### config.mk
export PLATFORM = sky130hd
export DESIGN_NAME = uart_tx_sched
export DESIGN_NICKNAME = d
export VERILOG_FILES = /design/src/rtl/uart_pkg.sv /design/src/rtl/uart_tx_sched_rr_arb2.sv /design/src/rtl/uart_tx_sched.sv
export SDC_FILE = /design/constraint.sdc
export NUM_CORES = 1
export LEC_CHECK = 0
export BUFFER_PORTS_ARGS = -buffer_cell sky130_fd_sc_hd__clkbuf_2
export CORE_ASPECT_RATIO = 1.4
export CORE_UTILIZATION = 46
export CTS_BUF_LIST = sky130_fd_sc_hd__clkbuf_4
export CTS_CLUSTER_SIZE = 8
export DETAILED_ROUTE_END_ITERATION = 16
export HOLD_SLACK_MARGIN = 0.1
export PLACE_DENSITY = 0.83
export RECOVER_POWER = 50
export SYNTH_ARGS = -nofsm -noshare
export SYNTH_HDL_FRONTEND = slang
export SYNTH_SLANG_ARGS = --single-unit
### constraint.sdc
create_clock -name clk -period 1.4 [get_ports clk]
set_input_delay 0.07 -clock clk [delete_from_list [all_inputs] [get_ports clk]]
set_output_delay 0.07 -clock clk [all_outputs]
set_load 0.01 [all_outputs]
### src/rtl/uart_pkg.sv
// Shared types and constants for the UART transmit scheduler.
//   sched_state_e    : scheduler FSM states
//   tx_slot_t        : byte + requester index presented to uart_tx
//   FRAME_CYCLES_DEF : default clk cycles per uart_tx frame (start + 8 data + stop)
//   CNT_W            : width of the frame-slot down-counter
package uart_pkg;

    localparam int FRAME_CYCLES_DEF = 10;
    localparam int CNT_W            = 5;

    typedef enum logic [1:0] {
        STARTUP = 2'd0,
        IDLE    = 2'd1,
        WAIT    = 2'd2
    } sched_state_e;

    typedef struct packed {
        logic [7:0] data;
        logic       id;
    } tx_slot_t;

endpackage

### src/rtl/uart_tx_sched_rr_arb2.sv
// Two-way round-robin picker, purely combinational.
//   valid[1:0] : requester valids
//   last       : index granted most recently
//   grant      : winning index (0 when nobody is valid)
//   any_valid  : at least one requester is valid
module rr_arb2 (
    input  logic [1:0] valid,
    input  logic       last,
    output logic       grant,
    output logic       any_valid
);

    always_comb begin
        any_valid = |valid;
        grant     = 1'b0;
        if (&valid) begin
            // Contention: whoever did not win last time goes now.
            grant = ~last;
        end else begin
            grant = valid[1];
        end
    end

endmodule

### src/rtl/uart_tx_sched.sv
// Two-requester byte scheduler in front of a uart_tx.
// Picks a requester round-robin, hands its byte to uart_tx with a one-cycle
// trigger, then blocks new accepts for one frame slot (frame + gap).
//   clk, rst               : clock, asynchronous active-high reset
//   reqN_valid/data/ready  : valid/ready byte inputs from requester N
//   tx_data, tx_trig       : registered byte and start pulse to uart_tx
//   busy                   : high from accept until the frame slot ends
//   grant_id               : requester index of the byte on tx_data
module uart_tx_sched
    import uart_pkg::*;
#(
    parameter int FRAME_CYCLES = FRAME_CYCLES_DEF,
    parameter int GAP_CYCLES   = 0
) (
    input  logic       clk,
    input  logic       rst,
    input  logic       req0_valid,
    input  logic [7:0] req0_data,
    output logic       req0_ready,
    input  logic       req1_valid,
    input  logic [7:0] req1_data,
    output logic       req1_ready,
    output logic [7:0] tx_data,
    output logic       tx_trig,
    output logic       busy,
    output logic       grant_id
);

    // The slot counter never wraps, and WAIT needs at least one cycle.
    if ((FRAME_CYCLES + GAP_CYCLES) > 31 || (FRAME_CYCLES + GAP_CYCLES) < 2 ||
        GAP_CYCLES < 0 || GAP_CYCLES > 15) begin : g_param_err
        $error("uart_tx_sched: FRAME_CYCLES/GAP_CYCLES out of range");
    end

    localparam logic [CNT_W-1:0] FRAME_LOAD = CNT_W'(FRAME_CYCLES);
    // WAIT lasts FRAME+GAP-1 cycles so the next accept lands FRAME+GAP
    // cycles after the previous one.
    localparam logic [CNT_W-1:0] SLOT_LOAD  = CNT_W'(FRAME_CYCLES + GAP_CYCLES - 1);
    localparam logic [CNT_W-1:0] CNT_ONE    = CNT_W'(1);

    sched_state_e     state_q, state_d;
    logic [CNT_W-1:0] cnt_q, cnt_d;
    tx_slot_t         slot_q, slot_d;
    logic             trig_q, trig_d;
    logic             busy_q, busy_d;
    logic             last_q, last_d;

    logic             grant;
    logic             any_valid;

    rr_arb2 u_arb (
        .valid     ({req1_valid, req0_valid}),
        .last      (last_q),
        .grant     (grant),
        .any_valid (any_valid)
    );

    always_ff @(posedge clk or posedge rst) begin
        if (rst) begin
            state_q <= STARTUP;
            cnt_q   <= FRAME_LOAD;
            slot_q  <= '0;
            trig_q  <= 1'b0;
            busy_q  <= 1'b0;
            last_q  <= 1'b1;
        end else begin
            state_q <= state_d;
            cnt_q   <= cnt_d;
            slot_q  <= slot_d;
            trig_q  <= trig_d;
            busy_q  <= busy_d;
            last_q  <= last_d;
        end
    end

    always_comb begin
        state_d    = state_q;
        cnt_d      = cnt_q;
        slot_d     = slot_q;
        trig_d     = 1'b0;
        busy_d     = busy_q;
        last_d     = last_q;
        req0_ready = 1'b0;
        req1_ready = 1'b0;

        unique case (state_q)
            // Hold off long enough for a frame cut short by reset to drain.
            STARTUP: begin
                if (cnt_q <= CNT_ONE) state_d = IDLE;
                else                  cnt_d   = cnt_q - CNT_ONE;
            end
            IDLE: begin
                if (any_valid) begin
                    req0_ready  = ~grant;
                    req1_ready  = grant;
                    slot_d.data = grant ? req1_data : req0_data;
                    slot_d.id   = grant;
                    trig_d      = 1'b1;
                    busy_d      = 1'b1;
                    last_d      = grant;
                    cnt_d       = SLOT_LOAD;
                    state_d     = WAIT;
                end
            end
            WAIT: begin
                if (cnt_q <= CNT_ONE) begin
                    state_d = IDLE;
                    busy_d  = 1'b0;
                end else begin
                    cnt_d = cnt_q - CNT_ONE;
                end
            end
            default: state_d = STARTUP;
        endcase
    end

    assign tx_data  = slot_q.data;
    assign grant_id = slot_q.id;
    assign tx_trig  = trig_q;
    assign busy     = busy_q;

    // Requesters must not change a byte they are still offering.
    a_req0_stable: assert property (@(posedge clk) disable iff (rst)
        (req0_valid && $past(req0_valid && !req0_ready)) |-> (req0_data == $past(req0_data)));
    a_req1_stable: assert property (@(posedge clk) disable iff (rst)
        (req1_valid && $past(req1_valid && !req1_ready)) |-> (req1_data == $past(req1_data)));
    a_trig_single: assert property (@(posedge clk) disable iff (rst)
        tx_trig |=> !tx_trig);

endmodule

* Word level (Yosys, flattened, before mapping)
Cells that the tools add are included. W data, S select, Z words.
Word-level totals: flip-flop bits (word level) 19, output and inout bits 13
Cells by class: $add $sub $neg 1, order comparisons 1, eq/ne operators 6, muxes and demuxes 17, bitwise gates (word level) 2, reduce and logical (&&, ||, !) cells 10
Operators by type and width (count):
- $mux W5 | 2
- $pmux W5 S2 | 1
- $mux W1 | 9
- $mux W8 | 1
- $ne A2 B2 Y1 const B | 3
- $reduce_and A2 Y1 | 3
- $reduce_and A3 Y1 | 2
- $le A5 B1 Y1 const B | 1
- $sub A5 B1 Y5 const B | 1
- $mux W2 | 2
- $pmux W2 S2 | 1
- $reduce_bool A2 Y1 | 2
- $reduce_or A2 Y1 | 2
- $eq A2 B1 Y1 const B | 1
- $eq A2 B2 Y1 const B | 1
- $logic_not A2 Y1 | 1
- $ne A2 B1 Y1 const B | 1
- $not A1 Y1 | 2
- $pmux W1 S2 | 1

* Logic depth before layout (Yosys ltp)
Gate-level depths: netlist of the first run.
depth in word-level cells 5, mapped depth 6

* By module
A second synthesis of the first run with hierarchy kept.
Unflattened totals: cells, all modules 89, area total of the unflattened synthesis 929.6 sq um
Modules (own cells, without submodules):
- uart_tx_sched | instances 1, cells an instance 87, area each 915.9 sq um
- rr_arb2 | instances 1, cells an instance 2, area each 13.8 sq um

* Worst setup path before layout of the first run
No wires, ideal clock.
path type reg-to-reg, start register cnt_q[1], end register cnt_q[1], library setup time 0.111 ns, arrival time 1.395 ns, slack -0.106 ns, stages on the path, launching flop included 6, cells stage by stage dfstp_2 inv_1 ha_1 o21bai_1 and2_1 o311ai_0
On the way: word-level cells in the longest chain between the ends 3
RTL lines:
- start, declared | line uart_tx_sched.sv:42 | logic [CNT_W-1:0] cnt_q, cnt_d;
- start signal, assigned | line uart_tx_sched.sv:68 | cnt_q <= cnt_d;
- $sub A5 B1 Y5 or $le A5 B1 Y1 (tied branches)
- $mux W5 or $ne A2 B2 Y1 (tied branches)
- $pmux W5 S2 or $reduce_and A3 Y1 (tied branches)
Parallel ways exist; a longest one is shown, timed or not. The select of a mux whose other input is x is not followed. A chain may end at the register's enable or synchronous reset.

* Worst setup path in the final report of the first run
start register last_q, end register slot_q, in the netlist tx_data[0]
On the way: word-level cells in the longest chain between the ends 3
RTL lines:
- start, declared | line uart_tx_sched.sv:46 | logic last_q, last_d;
- start signal, assigned | line uart_tx_sched.sv:72 | last_q <= last_d;
- $not A1 Y1 | line uart_tx_sched_rr_arb2.sv:18 | grant = ~last;
- $mux W1 | line uart_tx_sched_rr_arb2.sv:16 | if (&valid) begin
- $mux W8 | line uart_tx_sched.sv:96 | slot_d.data = grant ? req1_data : req0_data;
- end signal, assigned | line uart_tx_sched.sv:69 | slot_q <= slot_d;
- end, declared | line uart_tx_sched.sv:43 | tx_slot_t slot_q, slot_d;
No other way between the ends.

==> flow_summary.ini, run 1 <==
[clock_network]
cts_root_buf = clkbuf_4
cts.path.max_buffers = 2
htree_levels = 1
clk_pin_slew_ns = 0.11
clk_latency_ns = 0.30
cts.sinks = 19
cts_tree = done
cts_made_buffers = 3

[power_and_ir_drop]
p_switching_mw = 1.14
swShare = 0.377
p_int_mw = 1.88
pwr-share-comb = 0.546
peakVddDrop_uv = 1380
seq_power_share = 0.355
powerDensity_nw_per_um2 = 2110
p_clk_frac = 0.099
leakage_nw = 0.697

[outcome]
outcome = complete, but fails checks
violations = setup timing

[synthesis]
netlist_instances = 81
synth_fp_nets = 103
synthTopCellsByArea = dfrtp_1 40%, mux2_4 10%, mux2_2 10%
yosys.area.top_type_share = 0.397
synth_top_cell_by_area = dfrtp_1
synth.avg_cell_area_um2 = 12.5
ys_seq_elements = 19
syn_area_um2 = 1010
ys.warnings.count = 0
ys_types = 33
ys_seq_area_frac = 0.475

[critical_path]
worst-path-buf-inv = 0
cp-end-kind = flip-flop
required_ns = 1.59
crit_family = multiplexers
critPathMaxStageDelay_ns = 0.43
r2r_setup_slack_ns = -0.05
critPathKind = reg -> reg
path_max_fanout = 5
start_kind = flip-flop
path_cells = a21boi_4 -> mux2_2 -> mux2_4
cpMaxStageDelayCell = dfstp_2
arrival_ns = 1.64

[sta]
fin_skew_ns = 0.00221
min_period_over_period = 1.04
finalSetupViolCount = 5
hold_viol_final = 0
relSlewSlack = 0.676
setup_ws_ns = -0.0505
rsz0062_at_grt = yes
worst_pin_slew_ns = 0.487
slew_viol_final = 0
period_minus_slack_ns = 1.45
fmax_mhz = 689

[flow_run]
drv_cap = 0

[floorplan]
core_area_um2 = 2020
start_util = 0.499
die_h_um = 57.4
fp-row-count = 19
ios = 33
die_area_um2 = 2390
dieWidth_um = 41.6

[placement]
dp.cells = 140
gp_congestion = 0.739
place_ws_ns = -0.0586
place_hpwl_mm = 1.53
port_buffers = 32

[finish]
fin_util = 0.706
fin_cells = 151
final_layout_size_suffix_gt1_frac = 0.662
diodes = 0
syn2layout_area_growth_pct = 41.4
final_nets = 153

[global_routing]
grt_max_degree = 20
grt_remaining_overflow = 0
antenna_found_initial = 0
grt_use_total = 0.219
grt_first_pass_wirelength_mm = 3.97
grt_pass1_vias = 869

[route]
drt-initial-drc-count = 14
drt_wl_total_mm = 2.40
vias_per_cell = 5.60
drc = 0
first_pass_iters = 4
wl_per_cell_um = 15.9
vias = 846
final_antenna_net_count = 0

[worst_hold_path]
hold_path.class = in -> reg
## power groups by stage
| stage | combinational [mW] | clock [mW] | sequential (mW) |
|---|---|---|---|
| finish | 1.65 | 0.300 | 1.07 |
| global route | 1.77 | 0.325 | 1.10 |
| detailed placement | 1.39 | 0 | 1.05 |
| CTS | 1.51 | 0.299 | 1.04 |
| floorplan | 0.861 | 0 | 1.13 |
| global placement | 1.35 | 0 | 1.03 |
## cell usage after synthesis, drive strengths merged
cell and number:
o311ai 1, a221oi 1, a22o 1, and2 2, a21oi 1, dfstp 3, a31oi 2, ha 2
o2bb2ai 1, o21bai 1, o21a 1, nor4 1, nor2b 1, nand3 1, a21o 2, nand4 2
mux2 16, o21ai 2, a211oi 1, inv 8, nand2 2, dfrtp 16, nor2 3, a31o 1
nand2b 1, o211ai 2, nor3 2, or4b 1, a21boi 1, buf 2
## sequential cells by signal, indices dropped and copies added (netlist names)
register  cells
cnt_q         5
state_q       2
last_q        1
tx_trig       1
busy          1
tx_data       8
grant_id      1
## final timing paths
check                                startpoint                endpoint  cells past startpoint
setup / recovery             last_q$_DFFE_PP1P_  tx_data[0]$_DFFE_PP0P_                      3
hold / removal                     req1_data[3]  tx_data[3]$_DFFE_PP0P_                      3
setup reg to reg             last_q$_DFFE_PP1P_  tx_data[0]$_DFFE_PP0P_                      3
hold reg to reg            grant_id$_DFFE_PP0P_    grant_id$_DFFE_PP0P_                      1
max in group asynchronous                   rst    cnt_q[0]$_DFFE_PP0P_                      4
min in group asynchronous                   rst  tx_data[1]$_DFFE_PP0P_                      4
## repair_timing
item | CTS | global route
gates cloned | 1 | 0
endpoints found under the hold margin | 20 | 0
setup endpoints to repair | 15 | 14
hold buffers | 3 | 0
setup buffers | 2 | 1
pin swaps | 4 | 3
gates resized for setup | 3 | 13
## cell families (layout without fill, tap and decap cells)
family,after synthesis,count (layout),synth area share
adders and majority gates,2,2,0.0248
AOI/OAI and AO/OA,18,19,0.145
DFF,19,19,0.475
and+or+nand+nor,16,16,0.0980
buffers and inverters,10,58,0.0521
muxes,16,16,0.205
## final cells by class
type / count / area (um^2)
Timing Repair Buffer: 46 / 280
Inverter: 8 / 30.0
Tap cell: 21 / 26.3
Clock buffer: 4 / 30.0
Sequential cell: 19 / 480
Multi-Input combinational cell: 53 / 579
Fill cell: 123 / 594
## metal layers
| layer | GRT usage | vias up | routed length (um) |
|---|---|---|---|
| met1 | 0.239 | 405 | 901 |
| met5 | 0 | - | 0 |
| met3 | 0.0443 | 8 | 127 |
| met2 | 0.393 | 37 | 1290 |
| met4 | 0.115 | 0 | 82 |
| li1 | - | 396 | - |
## worst reg2reg max path, delay by kind of cell (launching register included)
kind | cells | cell delay, ns
flops | 1 | 0.43
mux | 2 | 0.63
compound gates | 1 | 0.29
## per-stage QoR
step	hold WS (ns)	total power, mW	TNS (ns)	cell area (um^2)
finish	0.120	3.01	-0.152	1430
global route	0.117	3.20	-0.500	1430
CTS	0.125	2.85	-0.0314	1370
detailed placement	0.104	2.43	-0.416	1260
global placement	0.0768	2.38	-0.0599	1260
floorplan	0.0188	1.99	-0.0395	1030
## placed cells by master, fill, tap and decap left out, types with 2 or more instances in the layout
cell type and count:
mux2_2 6, nor2_1 2, dfstp_2 3, nor3_2 2
o211ai_1 2, and2_4 2, dfrtp_1 15, inv_2 3
dlygate4sd3_1 3, clkbuf_4 4, buf_6 2, nand2_1 2
clkbuf_2 31, mux2_4 10, buf_4 9, a21boi_4 2
nand4_1 2, a31oi_1 2, inv_1 5, a21o_1 2
Note: power is estimated with default switching activity, not from simulation.
==> run 2: changes to the inputs <==
Settings changed: CORE_UTILIZATION 46 to 51, PLACE_DENSITY 0.83 to 0.86.
Clock period 1.4 ns to 1.35 ns, I/O delays scaled along.
==> run 2 against run 1 <==
Compared with the run above: the run still ends with setup timing left; sequential power about the same; setup slack lost 0.028 ns; clock-buffer cell count stayed put; combinational power increased by 24%; non-clock buffer count increased by 7; largest power group unchanged; clock power rose by 2%; fmax up 1.6%; clock skew increased by 0.0040 ns; total power up 14%; via count down 0.95%; critical path type unchanged.
==> flow_summary.ini, run 2 (synthesis gave the netlist of run 1 again) <==
[clock_network]
cts_made_buffers = 3
cts_root_buf = clkbuf_4
cts.sinks = 19
cts.path.max_buffers = 2
htree_levels = 1
clk_pin_slew_ns = 0.10
clk_latency_ns = 0.30
cts_tree = done

[finish]
seq_area_um2 = 480
diodes = 0
final_common_cell = clkbuf_2
final_layout_size_suffix_gt1_frac = 0.699
final_cell_mix = 31 x clkbuf_2, 15 x dfrtp_1, 15 x buf_4, 8 x mux2_2, 8 x mux2_4
n_fill_cell = 111
syn2layout_area_growth_pct = 48.0
largest_reg_flops = 8
fin_cells = 156
multiInputGateArea_um2 = 581
final_nets = 159

[sta]
slew_viol_final = 0
worst_pin_slew_ns = 0.452
rsz0062_at_grt = yes
period_minus_slack_ns = 1.43
min_period_over_period = 1.06
hold_ws_ns = 0.127
fin_skew_ns = 0.00620
fmax_mhz = 700
setup_ws_ns = -0.0781
relSlewSlack = 0.698
finalSetupViolCount = 16
hold_viol_final = 0

[outcome]
violations = setup timing
outcome = complete, but fails checks

[power_and_ir_drop]
powerDensity_nw_per_um2 = 2300
p_total_mw = 3.43
peakVddDrop_uv = 1600
leakage_nw = 0.723

[critical_path]
required_ns = 1.56
critPathMaxStageDelay_ns = 0.55
worst-path-buf-inv = 1
cpMaxStageDelayCell = dfstp_2
start_kind = flip-flop
cp-end-kind = flip-flop
crit_family = flip-flops
path_cells = inv_2 -> ha_4 -> o21bai_4 -> and2_4 -> o311ai_4
critPathKind = reg -> reg
path_max_fanout = 4
arrival_ns = 1.63

[route]
first_pass_iters = 4
drt_wl_total_mm = 2.38
wl_met2_mm = 1.32
wl_met3_um = 96
wl_met1_um = 924
vias = 838
final_antenna_net_count = 0
vias_per_cell = 5.37
wl_per_cell_um = 15.2
drt-initial-drc-count = 4
drc = 0
top_layer = met4

[placement]
dp.cells = 145
port_buffers = 32
place_ws_ns = -0.160
gp_congestion = 0.783
place_hpwl_mm = 1.68

[global_routing]
grt_remaining_overflow = 0
grt_pass1_vias = 867
grt_max_degree = 20
antenna_found_initial = 0
grt_first_pass_wirelength_mm = 3.64
grt_use_total = 0.255

[floorplan]
start_util = 0.560
die_area_um2 = 2160
core_area_um2 = 1800
ios = 33
fp-row-count = 18
dieWidth_um = 39.6
die_h_um = 54.6

[flow_run]
drv_cap = 0

[worst_hold_path]
hold_path.class = in -> reg
==> run 2: repair_timing <==
| action | 4_1_cts | 5_1_grt |
|---|---|---|
| endpoints found under the setup margin | 15 | 17 |
| hold buffers | 2 | 0 |
| cloned | 0 | 0 |
| gates resized for setup | 11 | 5 |
| endpoints found under the hold margin | 20 | 0 |
| setup buffers | 4 | 3 |
| pin swaps | 5 | 7 |
==> run 2: final cells by class <==
type / instances / area share
repair buffers: 53 / 0.232
well taps: 20 / 0.0168
flip-flops and latches: 19 / 0.322
inverters: 8 / 0.0201
multi-input cells: 52 / 0.389
clock buffers: 4 / 0.0201
==> run 2: worst min-delay path, cell delays in order <==
cell	delay (ns)
clkbuf_2	0.07
mux2_2	0.13
mux2_4	0.13
==> run 2: metal layers <==
metal	up-vias	global-route usage
li1	402	-
met1	401	0.271
met3	4	0.0122
met5	-	0
met4	0	0.132
met2	31	0.481
==> run 2: final timing paths <==
check	from	end	slack, ns	cells after the start
max in group asynchronous	rst	cnt_q[1]$_DFFE_PP1P_	0.62	4
setup reg to reg	cnt_q[1]$_DFFE_PP1P_	cnt_q[1]$_DFFE_PP1P_	-0.08	5
hold reg to reg	grant_id$_DFFE_PP0P_	grant_id$_DFFE_PP0P_	0.50	1
setup / recovery	cnt_q[1]$_DFFE_PP1P_	cnt_q[1]$_DFFE_PP1P_	-0.08	5
hold / removal	req1_data[2]	tx_data[2]$_DFFE_PP0P_	0.13	3
min in group asynchronous	rst	tx_data[5]$_DFFE_PP0P_	0.38	4
==> run 2: where the power goes <==
group | switching (mW) | internal, mW | leakage [nW]
combinational | 0.896 | 1.14 | 0.479
clock | 0.171 | 0.135 | 0.0184
sequential | 0.205 | 0.880 | 0.226
total | 1.27 | 2.16 | 0.723
==> run 2: through the flow <==
stage,util,area [um^2],TNS [ns]
after global routing,0.828,1490,-1.39
after global placement,0.723,1300,-0.641
after CTS,0.817,1470,-0.869
after detailed placement,0.723,1300,-1.25
after floorplan,-,1030,-0.223
final,0.828,1490,-0.810
